**config.mk**
```make
export PLATFORM = sky130hd
export DESIGN_NAME = free_list_ctrl
export DESIGN_NICKNAME = d
export VERILOG_FILES = /design/src/rtl/free_list_ctrl_pkg.sv /design/src/rtl/free_list_ctrl_rr_arbiter.sv /design/src/rtl/free_list_ctrl.sv
export SDC_FILE = /design/constraint.sdc
export NUM_CORES = 1
export LEC_CHECK = 0
export CORE_UTILIZATION = 38
export DETAILED_ROUTE_END_ITERATION = 12
export PLACE_DENSITY_LB_ADDON = 0.1
export SYNTH_ARGS = -nofsm -noshare
export SYNTH_HDL_FRONTEND = slang
export SYNTH_SLANG_ARGS = --single-unit
```
**constraint.sdc**
```tcl
create_clock -name clk -period 4.4 [get_ports clk]
set_input_delay 1.32 -clock clk [delete_from_list [all_inputs] [get_ports clk]]
set_output_delay 1.32 -clock clk [all_outputs]
set_load 0.02 [all_outputs]
```
**src/rtl/free_list_ctrl_pkg.sv**
```systemverilog
// Shared types for the free-list controller: PR index type, FSM states and
// a small index helper used by the round-robin arbiters.
// The PHYS_REG_* macros normally come from the core's global defines; the
// fallbacks below only exist so the block builds stand-alone.
`ifndef PHYS_REG_SZ
`define PHYS_REG_SZ 64
`endif
`ifndef PHYS_REG_IDX_SZ
`define PHYS_REG_IDX_SZ 6
`endif

package free_list_ctrl_pkg;

   localparam int PRW = `PHYS_REG_IDX_SZ + 1;

   typedef logic [PRW-1:0] phys_reg_t;

   typedef enum logic {
      INIT = 1'b0,
      RUN  = 1'b1
   } fl_ctrl_state_t;

   // Next requester index after idx, wrapping at n.
   function automatic int next_idx(input int idx, input int n);
      return (idx + 1) % n;
   endfunction

endpackage

```
**src/rtl/free_list_ctrl_rr_arbiter.sv**
```systemverilog
// Round-robin arbiter: grants the first request at or after the pointer,
// searching cyclically. The pointer moves past the winner only on cycles
// where en is high; with en low no grant is issued and the pointer holds.
module rr_arbiter
   import free_list_ctrl_pkg::*;
#(
   parameter int N = 2
) (
   input  logic         clk,
   input  logic         reset,
   input  logic [N-1:0] req,
   input  logic         en,
   output logic [N-1:0] gnt
);

   localparam int PW = (N > 1) ? $clog2(N) : 1;

   logic [PW-1:0] ptr_q;
   logic [PW-1:0] ptr_d;
   logic          found;

   // Two passes: indices at/after the pointer first, then the wrapped ones.
   always_comb begin
      gnt   = '0;
      ptr_d = ptr_q;
      found = 1'b0;
      for (int i = 0; i < N; i++) begin
         if (!found && req[i] && (i >= int'(ptr_q))) begin
            found = 1'b1;
            if (en) begin
               gnt[i] = 1'b1;
               ptr_d  = PW'(next_idx(i, N));
            end
         end
      end
      for (int i = 0; i < N; i++) begin
         if (!found && req[i] && (i < int'(ptr_q))) begin
            found = 1'b1;
            if (en) begin
               gnt[i] = 1'b1;
               ptr_d  = PW'(next_idx(i, N));
            end
         end
      end
   end

   // Pointer register, cleared to requester 0 on reset.
   always_ff @(posedge clk) begin
      if (reset) begin
         ptr_q <= '0;
      end else begin
         ptr_q <= ptr_d;
      end
   end

endmodule

```
**src/rtl/free_list_ctrl.sv**
```systemverilog
// Free-list sequencer/arbiter. After reset it waits one cycle, then pushes
// INIT_FIRST_PR..INIT_LAST_PR into the free list, then arbitrates the single
// dequeue port among allocators and the single enqueue port among releasers.
// Optional feature macro: FREE_LIST_BYPASS_EN (forward a released PR straight
// to an allocator while the free list is empty).
//
//   state | meaning
//   ------+--------------------------------------------------------------
//   INIT  | one idle cycle after reset, then one enqueue of init_cnt per cycle
//   RUN   | ready=1, round-robin alloc/free arbitration
module free_list_ctrl
   import free_list_ctrl_pkg::*;
#(
   parameter int NUM_ALLOC     = 2,
   parameter int NUM_FREE      = 2,
   parameter int INIT_FIRST_PR = 32,
   parameter int INIT_LAST_PR  = `PHYS_REG_SZ - 1
) (
   input  logic                 clk,
   input  logic                 reset,
   output logic                 ready,
   input  logic [NUM_ALLOC-1:0] alloc_req,
   output logic [NUM_ALLOC-1:0] alloc_gnt,
   output phys_reg_t            alloc_pr,
   input  logic [NUM_FREE-1:0]  free_req,
   input  phys_reg_t            free_pr [NUM_FREE],
   output logic [NUM_FREE-1:0]  free_ack,
   input  phys_reg_t            fl_tail_pr,
   input  logic                 fl_is_empty,
   input  logic                 fl_is_full,
   output logic                 fl_dequeue_en,
   output logic                 fl_enqueue_en,
   output phys_reg_t            fl_enqueue_pr
);

   fl_ctrl_state_t state_q, state_d;
   phys_reg_t      init_cnt_q, init_cnt_d;
   logic           started_q, started_d;

   logic           run;
   logic           deq_from_list;
   logic           free_acc;
   logic           bypass;
   logic           alloc_en;
   logic [NUM_FREE-1:0] free_gnt;
   phys_reg_t      rel_pr;

   // Reset gates every output in the same cycle, not just from the next one.
   assign run           = (state_q == RUN) && !reset;
   assign deq_from_list = run && (|alloc_req) && !fl_is_empty;
   // A full list still takes an enqueue when it is dequeued in the same cycle.
   // deq_from_list never looks at the release side, so there is no loop.
   assign free_acc      = run && (|free_req) && (!fl_is_full || deq_from_list);

`ifdef FREE_LIST_BYPASS_EN
   assign bypass = run && (|alloc_req) && fl_is_empty && free_acc;
`else
   assign bypass = 1'b0;
`endif

   assign alloc_en = deq_from_list || bypass;

   rr_arbiter #(.N(NUM_ALLOC)) u_alloc_arb (
      .clk   (clk),
      .reset (reset),
      .req   (alloc_req),
      .en    (alloc_en),
      .gnt   (alloc_gnt)
   );

   rr_arbiter #(.N(NUM_FREE)) u_free_arb (
      .clk   (clk),
      .reset (reset),
      .req   (free_req),
      .en    (free_acc),
      .gnt   (free_gnt)
   );

   assign free_ack = free_gnt;

   // Select the PR of the accepted releaser (one-hot OR mux).
   always_comb begin
      rel_pr = '0;
      for (int j = 0; j < NUM_FREE; j++) begin
         if (free_gnt[j]) begin
            rel_pr = rel_pr | free_pr[j];
         end
      end
   end

   // Next state, init counter and free-list strobes.
   always_comb begin
      state_d       = state_q;
      init_cnt_d    = init_cnt_q;
      started_d     = 1'b1;
      ready         = 1'b0;
      fl_enqueue_en = 1'b0;
      fl_enqueue_pr = '0;
      fl_dequeue_en = 1'b0;
      alloc_pr      = '0;
      if (state_q == INIT) begin
         if (started_q && !reset) begin
            fl_enqueue_en = 1'b1;
            fl_enqueue_pr = init_cnt_q;
            init_cnt_d    = init_cnt_q + 1'b1;
            if (init_cnt_q == PRW'(INIT_LAST_PR)) begin
               state_d = RUN;
            end
         end
      end else if (!reset) begin
         ready         = 1'b1;
         fl_dequeue_en = alloc_en;
         if (bypass) begin
            alloc_pr = rel_pr;
         end else if (deq_from_list) begin
            alloc_pr = fl_tail_pr;
         end
         fl_enqueue_en = free_acc;
         if (free_acc) begin
            fl_enqueue_pr = rel_pr;
         end
      end
   end

   // State registers.
   always_ff @(posedge clk) begin
      if (reset) begin
         state_q    <= INIT;
         init_cnt_q <= PRW'(INIT_FIRST_PR);
         started_q  <= 1'b0;
      end else begin
         state_q    <= state_d;
         init_cnt_q <= init_cnt_d;
         started_q  <= started_d;
      end
   end

endmodule

```
## After elaboration in Yosys (flattened, before gate mapping)

Cells that the tools add are included.

- Register bits after elaboration: 11
- Bits of input ports: 29
- Output and inout bits: 21

- Magnitude comparators: 4
- Equal/unequal tests: 1
- Bitwise operators: 2
- Multiplexer cells: 45
- Add/subtract/negate cells: 1
- Reductions and logical operators: 25

Operator list:

| cell | number |
|---|---|
| 2-to-1 mux 7 bit | 9 |
| 2-to-1 mux 1 bit | 36 |
| logical AND 1 bit | 14 |
| adder 7 x 1 -> 7 bit, second input constant | 1 |
| equality test 7 x 6 -> 1 bit, second input constant | 1 |
| zero test 1 bit | 7 |
| bitwise OR 7 bit | 1 |
| OR reduction 2 bit | 2 |
| >= comparator 1 bit, first input constant | 2 |
| less-than comparator 1 bit, first input constant | 2 |
| AND reduction 2 bit | 1 |
| logical OR 1 bit | 1 |
| inverter 1 bit | 1 |

## Depth between registers and ports, before layout

Gate-level depths: netlist of the first run.

- Depth in word-level cells: 16
- Depth in mapped cells: 4
- Mapped depth without buffers: 4

## Modules after synthesis

From an unflattened synthesis of the first run, not the netlist that was laid out.

- Cells, all modules: 84
- Area total of the unflattened synthesis: 705.7 µm²

By module, submodules not included:

| module | area each (µm²) | instances | cells each |
|---|---|---|---|
| free_list_ctrl | 595.6 | 1 | 68 |
| rr_arbiter | 55.1 | 2 | 8 |

## Worst setup path after synthesis of the first run

OpenSTA, ideal clock, no wires.

- Path kind: input to output
- Start point: input port reset
- End point: output port fl_enqueue_en
- Stages: 4
- Arrival: 2483 ps
- Setup slack: 597 ps
- Required time: 3080 ps
- Cells stage by stage: or2b_1 inv_1 o21ai_1 o21ai_0

- Word-level cells in the longest chain between the ends: 8
- Elaborated cells on any way between the ends: 11
- Those cells by class: mux: 3; reduce/logical: 8

Ends and longest elaborated chain:

| item | RTL line | text |
|---|---|---|
| start: declaration | free_list_ctrl.sv:20 | `input logic reset,` |
| zero test 1 bit | -- |  |
| logical AND 1 bit | free_list_ctrl.sv:49 | `assign run = (state_q == RUN) && !reset;` |
| logical AND 1 bit (2 in series) | free_list_ctrl.sv:50 | `assign deq_from_list = run && (\|alloc_req) && !fl_is_empty;` |
| logical OR 1 bit | free_list_ctrl.sv:53 | `assign free_acc = run && (\|free_req) && (!fl_is_full \|\| deq_from_list);` |
| logical AND 1 bit | free_list_ctrl.sv:53 |  |
| 2-to-1 mux 1 bit | free_list_ctrl.sv:110 | `end else if (!reset) begin` |
| 2-to-1 mux 1 bit * | free_list_ctrl.sv:101 | `if (state_q == INIT) begin` |
| end: declaration | free_list_ctrl.sv:32 | `output logic fl_enqueue_en,` |

Mark *: on every way between the ends. The rest lies on a longest branch, timed or not.

## Worst setup path in the final report of the first run

- Start point: input port reset
- End point: output port fl_dequeue_en

- Word-level cells in the longest chain between the ends: 6

Ends and longest elaborated chain:

| item | RTL line | text |
|---|---|---|
| zero test 1 bit | -- |  |
| logical AND 1 bit | free_list_ctrl.sv:49 |  |
| logical AND 1 bit (2 in series) | free_list_ctrl.sv:50 |  |
| 2-to-1 mux 1 bit * | free_list_ctrl.sv:110 |  |
| 2-to-1 mux 1 bit * | free_list_ctrl.sv:101 |  |
| end: declaration | free_list_ctrl.sv:31 | `output logic fl_dequeue_en,` |

Marked as above.

==> results of run 1 <==
==> registers in the layout (all words and copies together) (netlist names), named ones only <==
register          count
init_cnt_q            7
started_q             1
state_q               1
u_free_arb.ptr_q      1
==> report_power, final <==
group | switching, W | internal, W
Sequential | 0.00000234 | 0.000102
Combinational | 0.0000242 | 0.0000389
Clock | 0.0000366 | 0.0000352
==> path summary, 6_finish.rpt <==
kind | endpoint | slack [ns] | cells after the start
max | fl_dequeue_en | 0.08 | 5
min reg2reg | init_cnt_q[4] | 0.52 | 1
min | init_cnt_q[4] | 0.52 | 1
max reg2reg | init_cnt_q[6] | 2.78 | 4
==> placed cells by master, fill, tap and decap left out, drive strengths merged, types with 2 or more instances in the layout <==
cell type / netlist / final
nor2b: 3 / 3
dfxtp: 11 / 11
inv: 5 / 5
nand3: 4 / 4
or4: 2 / 2
nor2: 7 / 7
buf: 1 / 14
dlygate4sd2: 0 / 8
nand2b: 2 / 2
and3: 2 / 2
o21ai: 11 / 11
clkdlybuf4s50: 0 / 31
clkbuf: 2 / 4
o31ai: 3 / 3
and2: 7 / 7
dlymetal6s2s: 0 / 10
a21oi: 3 / 3
a32oi: 7 / 7
nand2: 9 / 9
xnor2: 2 / 2
==> what timing repair did <==
| action | in CTS | in global routing |
|---|---|---|
| hold endpoints to repair | 0 | 0 |
| endpoints found under the setup margin | 17 | 10 |
| hold buffers | 0 | 0 |
| pin swaps | 0 | 0 |
| resized for setup | 10 | 10 |
| gates cloned | 0 | 0 |
==> Yosys cell counts, drive strengths merged (2+ instances only) <==
library cell,count,area (um^2)
nand2b,2,12.51
a32oi,7,61.31
and3,2,12.51
nand3,4,20.02
o31ai,3,22.52
nor2,7,26.28
and2,7,43.79
a21oi,3,15.01
dfxtp,11,220.2
or4,2,15.01
clkbuf,2,7.510
nor2b,3,18.77
inv,5,18.77
xnor2,2,17.52
o21ai,11,55.05
nand2,9,33.78
==> routing by layer <==
metal	wire length [um]	GRT usage, %	vias up	share of wire [%]
met1	1151	32.94	465	43
met4	40	11.43	0	1.5
met2	1271	38.61	46	48
met3	207	2.308	6	7.8
li1	-	-	496	-
met5	0	0	-	0
==> cell families after synthesis <==
logic type | synth area share (%)
simple gates | 35.35
compound gates | 26.68
flops | 28.81
buf+inv | 3.928
xor+xnor | 2.292
mux | 1.309
fa+ha+maj | 1.636
==> metrics by stage <==
step	std cells	setup WS (ns)
floorplan	98	0.5968
global placement	183	-0.1053
detailed placement	183	-0.1870
CTS	187	0.01150
global route	187	0.02144
finish	187	0.07573
==> final cells by class <==
type	instances	area [um^2]	share of cell area, %
Sequential cell	11	220.2	15.38
Tap cell	25	31.28	2.185
Clock buffer	4	26.28	1.836
Multi-Input combinational cell	79	524.3	36.63
Timing Repair Buffer	63	610.6	42.66
Inverter	5	18.77	1.311
==> worst register-to-register path, delay by kind of cell (launching register included) <==
family                 cells  cell delay (ns)
buffers and inverters      1             0.16
AOI/OAI and AO/OA          1             0.14
DFF                        1             0.39
and+or+nand+nor            2             0.87
==> key figures, run 1 <==
Worst setup path
  • Most frequent cell on the critical path: clkdlybuf4s50_1
  • Cell Chain, Critical Path: clkdlybuf4s50_1 > or2b_1 > buf_4 > nor3_4 > clkdlybuf4s50_1
  • Worst EP arrival: about 3 ns
  • Worst Setup End Kind: primary output
  • Crit path buf inv count: 3
  • Data required time of the critical path: just over 3 ns
  • CP Class: input pin to primary output
  • Critical Path Start: reset
  • Crit Path Max Fanout: 8
  • Slowest-stage cell, CP: clkdlybuf4s50_1
  • CP Launch Type: input pin
  • Top Family by Delay on Critical Path: buffers and inverters
  • Reg2Reg Launch Point: state_q
  • Slowest stage delay, CP: between 0.6 and 0.7 ns

STA
  • Fin Hold WS: 0.5185 ns
  • Final count of hold timing violations: 0
  • RSZ-0062 raised after global routing: false
  • Setup TNS Final: 0 ns
  • Relative slew margins: between 70% and 80%
  • Setup-failing EPs final: 0
  • Tcrit/Tclk final: a little under 100%
  • F_max: about 230 MHz
  • Clock Skew: ~0.00058 ns
  • Max-slew violations: 0
  • Worst slew pin tran: roughly 0.37 ns
  • Tmin final: approximately 4.3 ns

Routing
  • Vias: between 1000 and 1500
  • Pre-Repair DR Iteration Count: 4
  • Iteration-0 DRC Markers: 27
  • Drt drc: 0
  • Detail Route Antenna Nets: 0
  • Routed wire length per instance: about 14 um
  • Via density: 5.417
  • Final wirelength: roughly 2700 um

Final layout
  • Layout cells sized above 1: between 10 and 15%
  • Final core utilization: between 70% and 80%
  • Fillers: about 130
  • Area grow syn2layout: 87.23%
  • Antenna Cells: 0
  • Final Instance Area: between 1000 and 1500 um^2
  • # nets final: approximately 190

Yosys
  • Post-synthesis cell area: between 700 and 800 um^2
  • Cell variety after synth: 35
  • Number of synthesized flops with an enable pin: 0
  • Most used DFF post-synth: dfxtp_1
  • FFs w/ async S/R, synth: 0%
  • Post-Synthesis Cells: 98
  • Yosys warns: 0
  • Post-synth net total: 128
  • Synth Register Bits: 11
  • Register area share after synthesis: between 20 and 30%
  • Mean post-synth cell area: 7.801 um^2

Floorplanning
  • Initial Utilization: between 40% and 50%
  • # rows: 15
  • Core area: about 1800 um^2
  • Vert. Die Dim: approximately 47 um
  • Die Area: roughly 2200 um^2
  • I/O pin count: 50
  • Die W: around 47 um

Min path
  • Hold Startpoint: init_cnt_q[4]
  • HP Class: register to register

CTS
  • Post-CTS Setup Repair Bufs: 0
  • CTS root buffer: clkbuf_4
  • Cts bufs inserted: 3
  • CTS clock-pin slew for the worst setup and hold paths: ~0.07 ns
  • Clock sink count: 11
  • Clock latency on the worst-skew pair: between 0.2 and 0.3 ns
  • Clock Tree Buf Depth: 2
  • H-tree level count: 1
  • CTS tree: done

Place
  • Final Wtd Congestion: 0.8269
  • Placed inst area: around 1400 um^2
  • Detailed Place HPWL: 2089 um
  • IO buf count: 49

GRT
  • Pin count of the biggest net entering global routing: 11
  • GRT Overall Usage: approximately a quarter
  • Grt ovf: 0
  • Initial antenna violation count: 0
  • Global-route wire length before repair: ~3900 um
  • Number of global-route vias before repair: 901

Power
  • Peak VDD IR: 165.4 uV
  • Total power: between 0.0002 and 0.00025 W
  • PD cells: between 150 and 200 nW/um^2
  • P_leak: between 0.7 and 0.8 nW

Run status
  • Status: complete, no violations

Flow run
  • Max cap viols: 0
No activity file was read; power rests on OpenSTA's default activity.
==> run 2: changes to the inputs <==
CORE_MARGIN = 4   (was unset)
GPL_ROUTABILITY_DRIVEN = 0   (was unset)
==> key figures, run 2 (synthesis results as in run 1) <==
CTS
  • Cts bufs inserted: 3 (unchanged)
  • H-tree level count: 1 (unchanged)
  • # hold bufs at CTS: 0 (unchanged)
  • CTS tree: done
  • Clock sink count: 11 (unchanged)
  • CTS root buffer: clkbuf_4
  • Clock latency on the worst-skew pair: 0.27 ns (about the same)
  • Post-cts resize count: 11 (+1)
  • CTS clock-pin slew for the worst setup and hold paths: 0.07 ns (about the same)
  • Clock Tree Buf Depth: 2 (unchanged)
  • Post-CTS Setup Repair Bufs: 0 (unchanged)

Routing
  • Via density: 5.237 (-3.3%)
  • Final wirelength: 2595 um (-2.8%)
  • Routed wire length per instance: 13.95 um (-2.3%)
  • Pre-Repair DR Iteration Count: 4 (unchanged)
  • Iteration-0 DRC Markers: 9 (-67%)
  • Drt drc: 0 (unchanged)
  • Vias: 974 (-3.8%)
  • Detail Route Antenna Nets: 0 (unchanged)

GRT
  • Grt ovf: 0 (unchanged)
  • Initial antenna violation count: 0 (unchanged)
  • Pin count of the biggest net entering global routing: 14 (+3)
  • GRT Overall Usage: 20.25% (-4.0 points)
  • Number of global-route vias before repair: 978 (+8.5%)
  • Global-route wire length before repair: 4195 um (+8.2%)

Place
  • Detailed Place HPWL: 2101 um (+0.59%)
  • Placed inst area: 1373 um^2 (-0.54%)
  • Inst Count DP: 182 (-0.55%)
  • IO buf count: 49 (unchanged)

Final layout
  • # nets final: 192 (-0.52%)
  • Largest register FFs: 7 (unchanged)
  • Final Instance Area: 1404 um^2 (-1.9%)
  • Reg with most FFs: init_cnt_q
  • Final cell count without fillers: 186 (-0.53%)
  • Commonest non-fill, non-tap cell in the layout: clkdlybuf4s50_1
  • Antenna Cells: 0 (unchanged)
  • Fillers: 150 (+14%)
  • Layout cells sized above 1: 14.29% (-0.53 points)
  • Commonest cells after routing, fill and taps aside: clkdlybuf4s50_1, buf_4, dfxtp_1, dlygate4sd2_1, o21ai_0
  • Area grow syn2layout: 83.63%

Power
  • Comb power frac: 25.5% (-0.9 points)
  • P_leak: 0.7004 nW (-5.8%)
  • Net Sw Frac: 25.27% (-1.1 points)
  • Total power: 0.0002304 W (-3.6%)
  • Share of power burned in registers: 45.2% (+1.6 points)
  • PD cells: 164.1 nW/um^2 (-1.7%)
  • Sw power: 0.00005823 W (-7.7%)
  • Internal Power: 0.0001722 W (-2.1%)
  • Clock network power share: 29.3% (-0.7 points)
  • Peak VDD IR: 304.8 uV (+84%)

Worst setup path
  • Cell Chain, Critical Path: clkdlybuf4s50_1 > or2b_1 > buf_4 > nor3_2 > buf_4 > clkdlybuf4s50_1
  • Data required time of the critical path: 3.08 ns (about the same)
  • Worst EP arrival: 2.98 ns (-0.02 ns)
  • Slowest stage delay, CP: 0.60 ns (-0.06 ns)
  • CP Class: input pin to primary output
  • Crit Path Max Fanout: 8 (unchanged)
  • CP Launch Type: input pin
  • Worst Setup End Kind: primary output
  • Slowest-stage cell, CP: clkdlybuf4s50_1

STA
  • Max-slew violations: 0 (unchanged)
  • Relative slew margins: 80.79% (+5.7 points)
  • Setup-failing EPs final: 0 (unchanged)
  • Tcrit/Tclk final: 97.73% (-0.55 points)
  • Clock Skew: 0.005323 ns (+0.004742 ns)
  • Final count of hold timing violations: 0 (unchanged)
  • Tmin final: 4.300 ns (-0.02430 ns)
  • F_max: 232.6 MHz (+0.57%)
  • RSZ-0062 raised after global routing: false
  • Worst slew pin tran: 0.2882 ns (-0.08615 ns)

Floorplanning
  • Vert. Die Dim: 52.86 um (+13%)
  • I/O pin count: 50 (unchanged)
  • # rows: 15 (unchanged)
  • Core area: 1821 um^2 (+1.0%)
  • Die W: 52.86 um (+13%)
  • Initial Utilization: 41.99% (-0.44 points)
  • Die Area: 2794 um^2 (+27%)

Min path
  • HP Class: register to register

Run status
  • Status: complete, no violations

Flow run
  • Max cap viols: 0 (unchanged)
==> run 2: cell types whose count changed in the layout (fill, tap and decap cells not counted) <==
cell	previous run	this run
buf_4	14	13
clkbuf_1	1	0
nor3_2	0	1
o21ai_2	1	0
dlygate4sd2_1	8	11
nor3_4	1	0
dlymetal6s2s_1	10	7
o21ai_1	0	1
clkinv_2	0	1
==> run 2: critical path, delay by kind of cell <==
kind / cells / cell delay (ns)
buffers and inverters: 4 / 1.33
AND/OR/NAND/NOR: 2 / 0.34
==> run 2: power groups by stage <==
stage               logic (W)  registers (W)  clock network [W]
global placement    0.0000580       0.000106                  0
CTS                 0.0000592       0.000104          0.0000717
global route        0.0000641       0.000104          0.0000786
detailed placement  0.0000591       0.000106                  0
finish              0.0000589       0.000104          0.0000675
floorplan           0.0000199       0.000106                  0
==> run 2: layer usage <==
layer	wire (um)	up-vias	track usage, %
met5	0	-	0
met4	40	0	8.085
met3	182	4	6.197
met2	1380	31	37.60
met1	991	444	20.75
li1	-	495	-
==> run 2: worst paths after layout <==
path,slack [ns],startpoint,depth (start not counted),to
worst min-delay path,0.50,init_cnt_q[6],2,init_cnt_q[6]
worst min register to register,0.50,init_cnt_q[6],2,init_cnt_q[6]
worst max register to register,2.90,started_q,3,init_cnt_q[6]
worst max-delay path,0.10,reset,6,fl_dequeue_en
==> run 2: layout make-up <==
type	count	area, um^2	share of cell area (%)
multi-input combinational	79	514.2	36.63
timing repair buffer	62	591.8	42.16
tap	25	31.28	2.228
inverter	5	18.77	1.337
clock buffer	3	22.52	1.604
sequential	11	220.2	15.69
clock inverter	1	5.005	0.3565
==> run 2: through the flow <==
stage / hold WS, ns / setup slack (ns) / util (%) / TNS (ns)
final: 0.4967 / 0.1000 / 77.11 / 0
after global placement: 0.4801 / -0.02104 / 75.40 / -0.02654
after CTS: 0.5000 / 0.001143 / 76.15 / 0
after floorplan: 0.4598 / 0.5968 / - / 0
after global routing: 0.5475 / 0.01082 / 77.11 / 0
after detailed placement: 0.4893 / -0.04083 / 75.40 / -0.3051
==> run 3: changes to the inputs <==
ABC_AREA = 1   (was unset)
CORE_UTILIZATION = 41   (was 38)
HOLD_SLACK_MARGIN = 0.12   (was unset)
PLACE_DENSITY = 0.93   (was unset)
PLACE_DENSITY_LB_ADDON = unset   (was 0.1)
==> key figures, run 3 <==
Place
  • Placed inst area: 1455 um^2 (+6.0%)
  • Detailed Place HPWL: 2314 um (+10%)
  • Inst Count DP: 237 (+30%)
  • IO buf count: 49 (unchanged)

Final layout
  • Commonest cells after routing, fill and taps aside: inv_1, clkdlybuf4s50_1, nor2_1, nand2_1, dfxtp_1
  • Final cell count without fillers: 241 (+30%)
  • Layout cells sized above 1: 13.55% (-0.73 points)
  • Reg with most FFs: init_cnt_q
  • Antenna Cells: 0 (unchanged)
  • Final core utilization: 74.13% (-3.0 points)
  • Fillers: 152 (+1.3%)
  • Final Instance Area: 1484 um^2 (+5.7%)
  • Largest register FFs: 7 (unchanged)
  • # nets final: 245 (+28%)
  • Area grow syn2layout: 67.51%
  • Commonest non-fill, non-tap cell in the layout: inv_1

CTS
  • Cts bufs inserted: 3 (unchanged)
  • Clock latency on the worst-skew pair: 0.28 ns (about the same)
  • CTS root buffer: clkbuf_4
  • H-tree level count: 1 (unchanged)
  • CTS tree: done
  • # hold bufs at CTS: 0 (unchanged)
  • CTS clock-pin slew for the worst setup and hold paths: 0.07 ns (about the same)
  • Clock sink count: 11 (unchanged)
  • Post-CTS Setup Repair Bufs: 0 (unchanged)
  • Clock Tree Buf Depth: 2 (unchanged)

STA
  • Tcrit/Tclk final: 98.47% (+0.74 points)
  • Max-slew violations: 0 (unchanged)
  • Clock Skew: 0.004489 ns (-0.0008335 ns)
  • Final count of hold timing violations: 0 (unchanged)
  • Tmin final: 4.333 ns (+0.03276 ns)
  • Setup-failing EPs final: 0 (unchanged)
  • Fin Hold WS: 0.5106 ns (+0.01387 ns)
  • Worst slew pin tran: 0.3388 ns (+0.05064 ns)
  • F_max: 230.8 MHz (-0.76%)
  • RSZ-0062 raised after global routing: false
  • Relative slew margins: 77.41% (-3.4 points)
  • Setup TNS Final: 0 ns (unchanged)

Floorplanning
  • Die Area: 2968 um^2 (+6.2%)
  • # rows: 16 (+1)
  • Initial Utilization: 44.25% (+2.3 points)
  • Vert. Die Dim: 54.48 um (+3.1%)
  • I/O pin count: 50 (unchanged)
  • Die W: 54.48 um (+3.1%)
  • Core area: 2002 um^2 (+10%)

Yosys
  • Cell variety after synth: 25 (-29%)
  • Area share of the largest cell type after synthesis: 24.86% (-3.9 points)
  • Synth Register Bits: 11 (unchanged)
  • Register area share after synthesis: 24.86% (-3.9 points)
  • Post-Synthesis Cells: 155 (+58%)
  • Post-synthesis cell area: 885.9 um^2 (+16%)
  • Yosys top cell by area: dfxtp_1
  • Most used DFF post-synth: dfxtp_1
  • Synth top cells by count: inv_1, nor2_1, nand2_1
  • Number of synthesized flops with an enable pin: 0 (unchanged)
  • Most area-consuming cells after synthesis: dfxtp_1, inv_1, nor2_1, nand2_1, o21ai_1
  • Post-synth net total: 185 (+45%)
  • FFs w/ async S/R, synth: 0% (unchanged)
  • Yosys warns: 0 (unchanged)
  • Mean post-synth cell area: 5.715 um^2 (-27%)
  • Most frequent cell after synthesis: inv_1

Worst setup path
  • Worst Setup End Kind: primary output
  • CP Launch Type: input pin
  • R2R depth: 6 (+3)
  • Flop-to-flop setup slack: 3.14 ns (+0.24 ns)
  • Reg2Reg Launch Point: init_cnt_q[0]
  • Data required time of the critical path: 3.08 ns (about the same)
  • End of the worst register-to-register path: init_cnt_q[6]
  • CP Class: input pin to primary output
  • Crit Path Max Fanout: 11 (+3)
  • Worst EP arrival: 3.01 ns (+0.03 ns)

Routing
  • Iteration-0 DRC Markers: 32 (+23)
  • Via density: 4.672 (-11%)
  • Final wirelength: 2835 um (+9.2%)
  • Pre-Repair DR Iteration Count: 4 (unchanged)
  • Drt drc: 0 (unchanged)
  • Vias: 1126 (+16%)
  • Detail Route Antenna Nets: 0 (unchanged)
  • Routed wire length per instance: 11.76 um (-16%)

Min path
  • Hold depth: 2 (unchanged)
  • HP Class: register to register

Power
  • PD cells: 158.9 nW/um^2 (-3.2%)
  • P_leak: 0.8802 nW (+26%)
  • Peak VDD IR: 144.7 uV (-53%)

GRT
  • Initial antenna violation count: 0 (unchanged)
  • Grt ovf: 0 (unchanged)
  • Number of global-route vias before repair: 1110 (+13%)
  • Pin count of the biggest net entering global routing: 12 (-2)
  • GRT Overall Usage: 20.89% (+0.65 points)
  • Global-route wire length before repair: 4512 um (+7.6%)

Flow run
  • Max cap viols: 0 (unchanged)

Run status
  • Status: complete, no violations
-- run 3: worst max path at each step --
stage                       startpoint                to  slack [ns]  depth (start not counted)
after CTS                 alloc_req[1]      alloc_gnt[1]       0.004                          7
final                     alloc_req[1]       alloc_pr[2]        0.07                          7
after detailed placement         reset  fl_enqueue_pr[1]       -0.04                          8
after global placement           reset  fl_enqueue_pr[0]        0.01                          8
after floorplan                  reset      alloc_gnt[1]        0.74                          4
after global routing      alloc_req[1]       alloc_pr[0]       0.008                          7
-- run 3: cell type report --
type | instances | area [um^2] | share of cell area [%]
clock buffers | 3 | 22.52 | 1.518
inverters | 44 | 170.2 | 11.47
flip-flops and latches | 11 | 220.2 | 14.84
repair buffers | 56 | 544.3 | 36.68
well taps | 27 | 33.78 | 2.277
multi-input cells | 99 | 488.0 | 32.88
clock inverters | 1 | 5.005 | 0.3373
-- run 3: stage by stage --
step,setup WS [ns],total power [W]
finish,0.06728,0.0002358
global route,0.007862,0.0002471
CTS,0.003981,0.0002362
detailed placement,-0.04210,0.0001675
global placement,0.01187,0.0001654
floorplan,0.7401,0.0001294
-- run 3: metal layers --
layer,track usage (%),up-vias,routed length [um]
met2,38.05,42,1396
met1,22.04,490,1149
met4,13.28,0,108
met3,3.270,14,181
met5,0,-,0
li1,-,580,-
-- run 3: worst max-delay path: stages --
cell and delay, ns:
clkdlybuf4s50_1 0.51, inv_1 0.08, nand2_1 0.07, nand3_2 0.11, buf_4 0.20, nor2_1 0.10, clkdlybuf4s50_1 0.62
-- run 3: cells by family after synthesis --
logic type	Yosys count	share of synthesized area [%]
XOR/XNOR	1	0.9889
AO/OA/AOI/OAI	20	13.42
flip-flops	11	24.86
buffers and inverters	45	20.06
AND/OR/NAND/NOR	77	39.27
adder cells (fa/ha/maj)	1	1.412
-- run 3: what timing repair did --
action	4_1_cts	5_1_grt
endpoints found under the setup margin	7	4
endpoints found under the hold margin	0	0
resized for setup	7	4
-- run 3: power breakdown --
part           switching [W]  internal [W]  total [W]
logic              0.0000262     0.0000346  0.0000608
clock network      0.0000367     0.0000338  0.0000705
registers         0.00000259      0.000102   0.000105
total              0.0000655      0.000170   0.000236
